<file path="config.mk">
export PLATFORM = sky130hd
export DESIGN_NAME = disp_arbiter
export DESIGN_NICKNAME = d
export VERILOG_FILES = /design/src/rtl/disp_arbiter_pkg.sv /design/src/rtl/disp_arbiter_zero_blank.sv /design/src/rtl/disp_arbiter.sv
export SDC_FILE = /design/constraint.sdc
export NUM_CORES = 1
export LEC_CHECK = 0
export CORE_ASPECT_RATIO = 0.9
export CORE_UTILIZATION = 52
export CTS_CLUSTER_DIAMETER = 100
export DETAILED_ROUTE_END_ITERATION = 8
export MAX_ROUTING_LAYER = met4
export PLACE_DENSITY = 0.84
export RECOVER_POWER = 50
export SYNTH_ARGS = -nofsm -noshare
export SYNTH_HDL_FRONTEND = slang
export SYNTH_SLANG_ARGS = --single-unit
</file>
<file path="constraint.sdc">
create_clock -name clk -period 4.37 [get_ports clk]
set_input_delay 0.437 -clock clk [delete_from_list [all_inputs] [get_ports clk]]
set_output_delay 0.437 -clock clk [all_outputs]
set_load 0.005 [all_outputs]
</file>
<file path="src/rtl/disp_arbiter_pkg.sv">
// rtl/disp_arbiter_pkg.sv - shared display types: arbiter state and owner IDs
package disp_arbiter_pkg;

   typedef enum logic [1:0] {
      ST_IDLE  = 2'd0,
      ST_OWN_A = 2'd1,
      ST_OWN_B = 2'd2
   } state_t;

   typedef enum logic {
      OWNER_A = 1'b0,
      OWNER_B = 1'b1
   } owner_t;

   localparam logic [3:0] BLANK_ALL = 4'b1111;

endpackage

</file>
<file path="src/rtl/disp_arbiter_zero_blank.sv">
// rtl/disp_arbiter_zero_blank.sv - leading-zero digit blank mask for a 4-nibble value
module zero_blank (
   input  logic [15:0] i_data,
   output logic [3:0]  o_blank
);

   // Digit 0 is never blanked so a zero value still shows a single "0".
   assign o_blank = {i_data[15:12] == 4'h0,
                     i_data[15:8]  == 8'h00,
                     i_data[15:4]  == 12'h000,
                     1'b0};

endmodule

</file>
<file path="src/rtl/disp_arbiter.sv">
// rtl/disp_arbiter.sv - two-requester 7-segment display arbiter with scan prescaler and hold time
module disp_arbiter
   import disp_arbiter_pkg::*;
#(
   parameter int CLK_HZ     = 100_000_000,
   parameter int SCAN_HZ    = 1000,
   parameter int HOLD_TICKS = 500
) (
   input  logic        clk,
   input  logic        rst,
   input  logic        req_a,
   input  logic [15:0] data_a,
   input  logic        req_b,
   input  logic [15:0] data_b,
   output logic        gnt_a,
   output logic        gnt_b,
   output logic [15:0] disp_val,
   output logic [3:0]  disp_blank,
   output logic        scan_tick
);

   localparam int DIV = CLK_HZ / SCAN_HZ;
   localparam int PW  = (DIV > 2) ? $clog2(DIV) : 1;
   localparam int HW  = $clog2(HOLD_TICKS + 1);
   localparam logic [PW-1:0] PRESC_LAST = PW'(DIV - 1);
   localparam logic [HW-1:0] HOLD_MAX   = HW'(HOLD_TICKS);

   logic [PW-1:0] r_presc;
   logic          w_tick;
   state_t        r_state;
   state_t        w_next;
   owner_t        r_last;
   owner_t        w_last_next;
   logic [HW-1:0] r_hold;
   logic          w_expired;
   logic [15:0]   w_sel_data;
   logic [3:0]    w_blank;
   logic          r_gnt_a;
   logic          r_gnt_b;
   logic [15:0]   r_val;
   logic [3:0]    r_blank;

   assign w_tick    = (r_presc == PRESC_LAST);
   assign w_expired = (r_hold == HOLD_MAX);

   always_ff @(posedge clk) begin
      if (rst) begin
         r_presc <= '0;
      end else if (w_tick) begin
         r_presc <= '0;
      end else begin
         r_presc <= r_presc + 1'b1;
      end
   end

   always_comb begin
      w_next      = r_state;
      w_last_next = r_last;
      case (r_state)
         ST_IDLE: begin
            if (req_a && (!req_b || r_last == OWNER_B)) begin
               w_next = ST_OWN_A;
            end else if (req_b) begin
               w_next = ST_OWN_B;
            end
         end
         ST_OWN_A: begin
            if (!req_a) begin
               w_next      = ST_IDLE;
               w_last_next = OWNER_A;
            end else if (req_b && w_expired) begin
               w_next      = ST_OWN_B;
               w_last_next = OWNER_A;
            end
         end
         ST_OWN_B: begin
            if (!req_b) begin
               w_next      = ST_IDLE;
               w_last_next = OWNER_B;
            end else if (req_a && w_expired) begin
               w_next      = ST_OWN_A;
               w_last_next = OWNER_B;
            end
         end
         default: w_next = ST_IDLE;
      endcase
   end

   // Outputs follow the next state so data and blank line up with the grant edge.
   assign w_sel_data = (w_next == ST_OWN_B) ? data_b : data_a;

   zero_blank u_zero_blank (
      .i_data  (w_sel_data),
      .o_blank (w_blank)
   );

   always_ff @(posedge clk) begin
      if (rst) begin
         r_state <= ST_IDLE;
         r_last  <= OWNER_B;
         r_hold  <= '0;
         r_gnt_a <= 1'b0;
         r_gnt_b <= 1'b0;
         r_val   <= 16'h0000;
         r_blank <= BLANK_ALL;
      end else begin
         r_state <= w_next;
         r_last  <= w_last_next;
         if (w_next != r_state) begin
            r_hold <= '0;
         end else if (r_state != ST_IDLE && w_tick && !w_expired) begin
            r_hold <= r_hold + 1'b1;
         end
         r_gnt_a <= (w_next == ST_OWN_A);
         r_gnt_b <= (w_next == ST_OWN_B);
         if (w_next != ST_IDLE) begin
            r_val <= w_sel_data;
         end
         r_blank <= (w_next == ST_IDLE) ? BLANK_ALL : w_blank;
      end
   end

   assign gnt_a      = r_gnt_a;
   assign gnt_b      = r_gnt_b;
   assign disp_val   = r_val;
   assign disp_blank = r_blank;
   assign scan_tick  = w_tick;

endmodule

</file>
Yosys cells after proc, flatten, opt, wreduce, memory -nomap -nowiden. Index checks and enable logic that the tools add are counted.

Input port bits: 36. Output and inout port bits: 23. Word-level logic and storage cells: 54. Flip-flop bits (word level): 51.

Add/subtract/negate cells: 2. Reduce and logical (&&, ||, !) cells: 20. Eq/ne operators: 9. Multiplexer cells: 14.

Operator list (count): adder 17 x 1 -> 17 bit (second input constant) (1); == test 17 bit (second input constant) (1); 2-to-1 mux 16 bit (1); logical NOT 12 bit (1); 2-to-1 mux 2 bit (6); adder 9 x 1 -> 9 bit (second input constant) (1); == test 9 bit (second input constant) (1); logical NOT 8 bit (1); inequality test 3 bit (second input constant) (2); one-hot mux 2 bit (3 select lines) (1); nonzero test 2 bit (3); OR reduction 2 bit (3); logical AND 1 bit (5); 2-to-1 mux 1 bit (5); == test 2 x 1 -> 1 bit (second input constant) (2); == test 2 bit (second input constant) (2); logical NOT 2 bit (2); logical NOT 4 bit (1); AND reduction 3 bit (1); logical NOT 1 bit (2); inequality test 2 bit (1); one-hot mux 1 bit (2 select lines) (1); logical OR 1 bit (1).

Longest topological paths before layout. Gate-level depths: netlist of run 1.

Word-level depth: 8. Depth in mapped cells: 9. Mapped depth without buffers: 7.

By module. A second synthesis of run 1 with hierarchy kept.

Cell total of the unflattened synthesis: 303. Area total of the unflattened synthesis: 2555.0 um^2.

Modules (own cells, without submodules): disp_arbiter (area each 2499.9 um^2, cells each 295, instances 1, sequential area each 1021.0 um^2); zero_blank (area each 55.1 um^2, cells each 8, instances 1, sequential area each 0.0 um^2).

Worst setup path after synthesis of run 1. OpenSTA, ideal clock, no wires.

Path type: register -> register. Start point: register r_presc[0]. End point: register r_hold[3]. Period minus slack after synthesis: 2586 ps. Required time: 4294 ps. Setup slack: 1784 ps. Stages on the path, launching flop included: 9. Library setup time: 76 ps. Data arrival time: 2510 ps. Path buffers: 2. Cells stage by stage: dfxtp_1 ha_1 nand3_1 or4b_2 clkbuf_1 or4_1 buf_2 or3_1 a21oi_1.

Word-level cells in the longest chain between the ends: 3.

Ends and longest elaborated chain: from (decl) (line disp_arbiter.sv:28) `logic [PW-1:0] r_presc;`; from (signal assigned) (line disp_arbiter.sv:52) `r_presc <= r_presc + 1'b1;`; == test 17 bit (line disp_arbiter.sv:43) `assign w_tick = (r_presc == PRESC_LAST);`; logical AND 1 bit (2 in series) (line disp_arbiter.sv:111) `end else if (r_state != ST_IDLE && w_tick && !w_expired) begin`; to (signal assigned) (line disp_arbiter.sv:112) `r_hold <= r_hold + 1'b1;`; to (decl) (line disp_arbiter.sv:34) `logic [HW-1:0] r_hold;`.

Every way passes these cells. A chain may end at the register's enable or synchronous reset.

Worst setup path after layout of run 1.
Start point: register r_presc[0]. End point: output port scan_tick.

Word-level cells in the longest chain between the ends: 1.

Ends and longest elaborated chain: == test 17 bit (line disp_arbiter.sv:43); to (decl) (line disp_arbiter.sv:19) `output logic scan_tick`.

Every way passes these cells.

==> flow_summary.toml, run 1 <==
[run_status]
status = "complete, no violations"

[layout]
fillers = 338
syn_to_final_growth_pct = 30.6
drive_gt1_share_pct = 3.57
multiInputGateArea_um2 = 1190
register_area_um2 = 1020
diodes = 0
fin_nets = 374
final_util_pct = 72.5
fin_area_um2 = 3040

[critical_path]
end_kind = "primary output"
startpoint_type = "flip-flop"
crit_path_end = "scan_tick"
worstPathMaxFanout = 7
r2r_slack_ns = 1.65
crit_required_ns = 3.93
r2r_end = "r_hold[2]"
worstPathArrival_ns = 2.51
startpoint = "r_presc[0]"
path_class = "flip-flop to primary output"
reg2reg_depth = 6
worstReg2RegStart = "r_presc[0]"

[power]
peakVddDrop_mv = 0.229
p_total_uw = 985
clockPowerShare_pct = 34.7
power.density_nw_per_um2 = 325
intPower_uw = 749
p_leak_nw = 1.09
pwr-share-seq_pct = 50.7
power_frac_comb_pct = 14.6
power.switching_uw = 237
swShare_pct = 24.0

[clocking]
insertion_delay_ns = 0.31
clk_pin_slew_ns = 0.09
htreeDepth = 2
cts_setup_buffers = 0
clockBufferDepth = 2
clock_sinks = 51
cts_tree = "yes"
ctsResizeCount = 0
holdBufCountCts = 0
numCtsBuffers = 5
cts-root-buf = "clkbuf_8"

[grt]
globalRouteTotalUtil_pct = 26.1
grt_overflow = 0
grt_antenna_before_repair = 0
grt_pass1_vias = 2083
grt_max_degree = 26
grt_pass1_wl_um = 9340

[floorplanning]
die_h_um = 65.4
initial_utilization_pct = 55.6
dieArea_um2 = 4740
core_area_um2 = 4180
die_w_um = 72.5
ios = 59
rows = 22

[sta]
drv_slew = 0
finalSetupViolCount = 0
rsz0062_at_grt = "false"
hold-worst-slack_ns = 0.452
hold_viol_final = 0
fin_crit_sh_pct = 67.4
relSlewSlack_pct = 34.3
period_needed_ns = 2.94
tns_ns = 0
worst_pin_slew_ns = 0.982
clock_skew_ns = 0.00611
fmax_mhz = 340

[synthesis]
yosys-top-cells-area = "dfxtp_1 (44%), nor2_1 (8.9%), xnor2_1 (4.5%)"
synthTopCellsByCount = "nor2_1 (55), dfxtp_1 (51), nand2_1 (23)"
syn-instance-count = 286
synth_largest_area_cell = "dfxtp_1"
avgSynthCellArea_um2 = 8.13
synth_top_area_share_pct = 43.9
ys_warn_count = 0
synth.distinct_cells = 38
synthFlopType = "dfxtp_1"
synth_edf_count = 0
synth.most_common_cell = "nor2_1"
ys_seq_elements = 51
synth_nets = 325
ys_seq_area_share_pct = 43.9
async_flop_share_pct = 0
syn_area_um2 = 2320

[flow_run]
maxCapViolCount = 0

[drt]
routedWlPerCell_um = 14.3
drc = 0
drtPass1Iterations = 5
via_per_inst = 5.48
vias = 2172
first_iter_violations = 129
wirelength_um = 5660
drt.antenna.violating_nets = 0

[placement]
placed_area_um2 = 2930
dp_hpwl_um = 4050
portBuffers = 58
place_congestion = 0.923

[worst_hold_path]
hold_path.class = "flip-flop to flip-flop"
per-layer routing:
layer	up-vias	global-route usage (%)	part of all wire, %
met5	-	-	0
met4	0	11.3	1.7
met3	10	4.75	5.4
met2	69	41.5	48
met1	993	32.7	45
li1	1100	-	-
final cells by class:
type | count | share of cell area [%]
Multi-Input combinational cell | 206 | 39.3
Tap cell | 60 | 2.47
Timing Repair Buffer | 59 | 19.2
Inverter | 12 | 1.48
Clock inverter | 2 | 1.15
Sequential cell | 51 | 33.6
Clock buffer | 6 | 2.72
through the flow:
step	std cells	setup WS [ns]
after global routing	396	1.27
final	396	1.43
after CTS	396	1.41
after detailed placement	388	1.23
after global placement	388	1.38
after floorplan	286	1.78
worst max-delay path: stages, from the launching register on:
cell and delay [ns]:
dfxtp_1 0.36, ha_1 0.23, nand3_1 0.14, or4b_2 0.76, nor2_1 0.17, clkdlybuf4s50_1 0.52
placed cells by master (no fill, tap or decap), types with 6 or more instances in the layout:
cell and count:
dlygate4sd3_1 24, xnor2_1 12, clkdlybuf4s50_1 34, xor2_1 9
nand2_1 23, nor4_1 11, a211oi_1 13, clkbuf_8 6
nand3_1 10, nor2_1 55, dfxtp_1 51, inv_1 12
a21oi_1 19
power groups by stage:
stage | combinational, mW | sequential, mW | clock (mW)
5_1_grt | 0.158 | 0.503 | 0.361
4_1_cts | 0.152 | 0.501 | 0.345
2_1_floorplan | 0.0641 | 0.511 | 0
6_report | 0.144 | 0.500 | 0.342
3_3_place_gp | 0.148 | 0.511 | 0
3_5_place_dp | 0.151 | 0.512 | 0
flip-flops by register name, summed over array words and instances (netlist names):
name and cells:
disp_blank 4, disp_val 16, gnt_a 1, gnt_b 1
r_hold 9, r_last 1, r_presc 17, r_state 2
cells by family after synthesis:
kind of cell / Yosys count / synth area share [%]
muxes: 1 / 0.431
DFF: 51 / 43.9
xor gates and xnor gates: 21 / 7.91
adders and majority gates: 3 / 1.61
AOI/OAI and AO/OA: 51 / 14.5
and+or+nand+nor: 130 / 26.8
buffers and inverters: 29 / 4.79
how the worst min path moves through the flow:
stage | startpoint | to | slack [ns] | cells past startpoint
5_1_grt | disp_val[8] | disp_val[8] | 0.47 | 2
2_1_floorplan | r_presc[0] | r_presc[0] | 0.42 | 1
3_5_place_dp | r_presc[0] | r_presc[0] | 0.44 | 1
3_3_place_gp | r_presc[0] | r_presc[0] | 0.43 | 1
4_1_cts | r_presc[0] | r_presc[0] | 0.45 | 1
6_report | r_presc[0] | r_presc[0] | 0.45 | 1
No activity file was read; power rests on OpenSTA's default activity.
==> inputs of run 2 (changes only) <==
--- a/config.mk
+++ b/config.mk
@@ -6,11 +6,11 @@
 export NUM_CORES = 1
 export LEC_CHECK = 0
 export CORE_ASPECT_RATIO = 0.9
-export CORE_UTILIZATION = 52
+export CORE_UTILIZATION = 44
 export CTS_CLUSTER_DIAMETER = 100
 export DETAILED_ROUTE_END_ITERATION = 8
 export MAX_ROUTING_LAYER = met4
-export PLACE_DENSITY = 0.84
+export PLACE_DENSITY = 0.76
 export RECOVER_POWER = 50
 export SYNTH_ARGS = -nofsm -noshare
 export SYNTH_HDL_FRONTEND = slang
==> constraint.sdc (replaced) <==
create_clock -name clk -period 2.59 [get_ports clk]
set_input_delay 0.259 -clock clk [delete_from_list [all_inputs] [get_ports clk]]
set_output_delay 0.259 -clock clk [all_outputs]
set_load 0.005 [all_outputs]
==> flow_summary.toml, run 2 (synthesis gave the netlist of run 1 again) <==
[run_status]
status = "complete, no violations"

[critical_path]
end_kind = "primary output"
path_cells = "or4_1, or4_4, nor2_2, clkdlybuf4s50_1"
critPathSlowestCell = "or4_1"
worstReg2RegStart = "r_presc[14]"
r2r_end = "r_hold[2]"
cp.depth = 4
crit_family = "simple AND/OR/NAND/NOR gates"
path_buf_inv = 1
reg2reg_depth = 5
startpoint = "r_presc[14]"
path_class = "flip-flop to primary output"
crit_path_end = "scan_tick"
startpoint_type = "flip-flop"
worstPathArrival_ns = 2.27
worstPathMaxFanout = 3
r2r_slack_ns = 0.16
crit_required_ns = 2.33
cp_slowest_stage_delay_ns = 0.54

[drt]
drc = 0
vias = 2195
via_per_inst = 5.31
wirelength_um = 5890
drtPass1Iterations = 4
drt.antenna.violating_nets = 0
routedWlPerCell_um = 14.3
first_iter_violations = 167

[sta]
period_needed_ns = 2.53
fin_crit_sh_pct = 97.6
tns_ns = 0
fmax_mhz = 396
worst_slack_ns = 0.0621
clock_skew_ns = 0.00811
relSlewSlack_pct = 49.0
rsz0062_at_grt = "false"
worst_pin_slew_ns = 0.766
drv_slew = 0
hold_viol_final = 0
finalSetupViolCount = 0
hold-worst-slack_ns = 0.455

[layout]
syn_to_final_growth_pct = 35.4
final_common_cell = "nor2_1"
largest_reg_flops = 17
diodes = 0
fin_nets = 386
regMostFlops = "r_presc"
most-common-layout-cells = "nor2_1 (54), dfxtp_1 (51), clkdlybuf4s50_1 (36), nand2_1 (23), dlygate4sd3_1 (22)"
drive_gt1_share_pct = 6.90
fin_cells = 413
final_util_pct = 63.5

[power]
p_leak_nw = 1.15
peakVddDrop_mv = 0.353
power.density_nw_per_um2 = 557

[flow_run]
maxCapViolCount = 0

[grt]
grt_max_degree = 24
grt_overflow = 0
grt_antenna_before_repair = 0
globalRouteTotalUtil_pct = 22.7
grt_pass1_wl_um = 9900
grt_pass1_vias = 2062

[floorplanning]
dieArea_um2 = 5580
rows = 24
core_area_um2 = 4950
ios = 59
initial_utilization_pct = 46.9
die_w_um = 78.6
die_h_um = 71.0

[clocking]
clk_pin_slew_ns = 0.09
numCtsBuffers = 5
cts_tree = "yes"
holdBufCountCts = 0
htreeDepth = 2
insertion_delay_ns = 0.30
cts-root-buf = "clkbuf_8"
clock_sinks = 51
clockBufferDepth = 2

[placement]
place_congestion = 0.850
dp_hpwl_um = 4240
placed_cells = 405
pre_cts_ws_ns = 0.165
portBuffers = 58

[worst_hold_path]
hold_path.class = "flip-flop to flip-flop"
[run 2: per-layer routing]
layer  GRT usage (%)  up-vias  share of wire [%]
met3            3.87        7                4.3
met2            33.7       47                 46
met5               -        -                  0
li1                -     1126                  -
met4            4.94        0                1.2
met1            32.3     1015                 48
[run 2: worst min path at each step]
stage	depth (start not counted)	endpoint	from	slack, ns
after floorplan	1	r_presc[0]	r_presc[0]	0.42
after global routing	2	disp_val[5]	disp_val[5]	0.48
after detailed placement	1	r_presc[0]	r_presc[0]	0.44
after global placement	1	r_presc[0]	r_presc[0]	0.43
final	1	r_presc[0]	r_presc[0]	0.45
after CTS	1	r_presc[0]	r_presc[0]	0.46
[run 2: layout make-up]
class                      count  area [µm²]
timing repair buffer          71         664
clock inverter                 2        60.1
tap                           65        81.3
multi-input combinational    206        1200
clock buffer                   6        72.6
fill                         421        1810
sequential                    51        1020
inverter                      12        45.0
[run 2: worst register-to-register path, stage by stage (launching register included)]
cell and delay (ns):
dfxtp_1 0.33, or4_1 0.54, or4_4 0.46, or4_1 0.57, or3_1 0.32, a21oi_1 0.15
[run 2: through the flow]
step	power [mW]	cell area, µm²
after detailed placement	1.13	3020
final	1.75	3150
after floorplan	0.970	2320
after global routing	1.83	3150
after CTS	1.78	3160
after global placement	1.13	3020
[run 2: what timing repair did]
action | in CTS | in global routing
setup buffers | 0 | 0
setup endpoints to repair | 1 | 1
resized for setup | 2 | 1
[run 2: power breakdown]
part | leakage, nW | internal, mW | switching, mW
Clock | 0.0654 | 0.386 | 0.263
Combinational | 0.667 | 0.139 | 0.122
Sequential | 0.417 | 0.822 | 0.0191
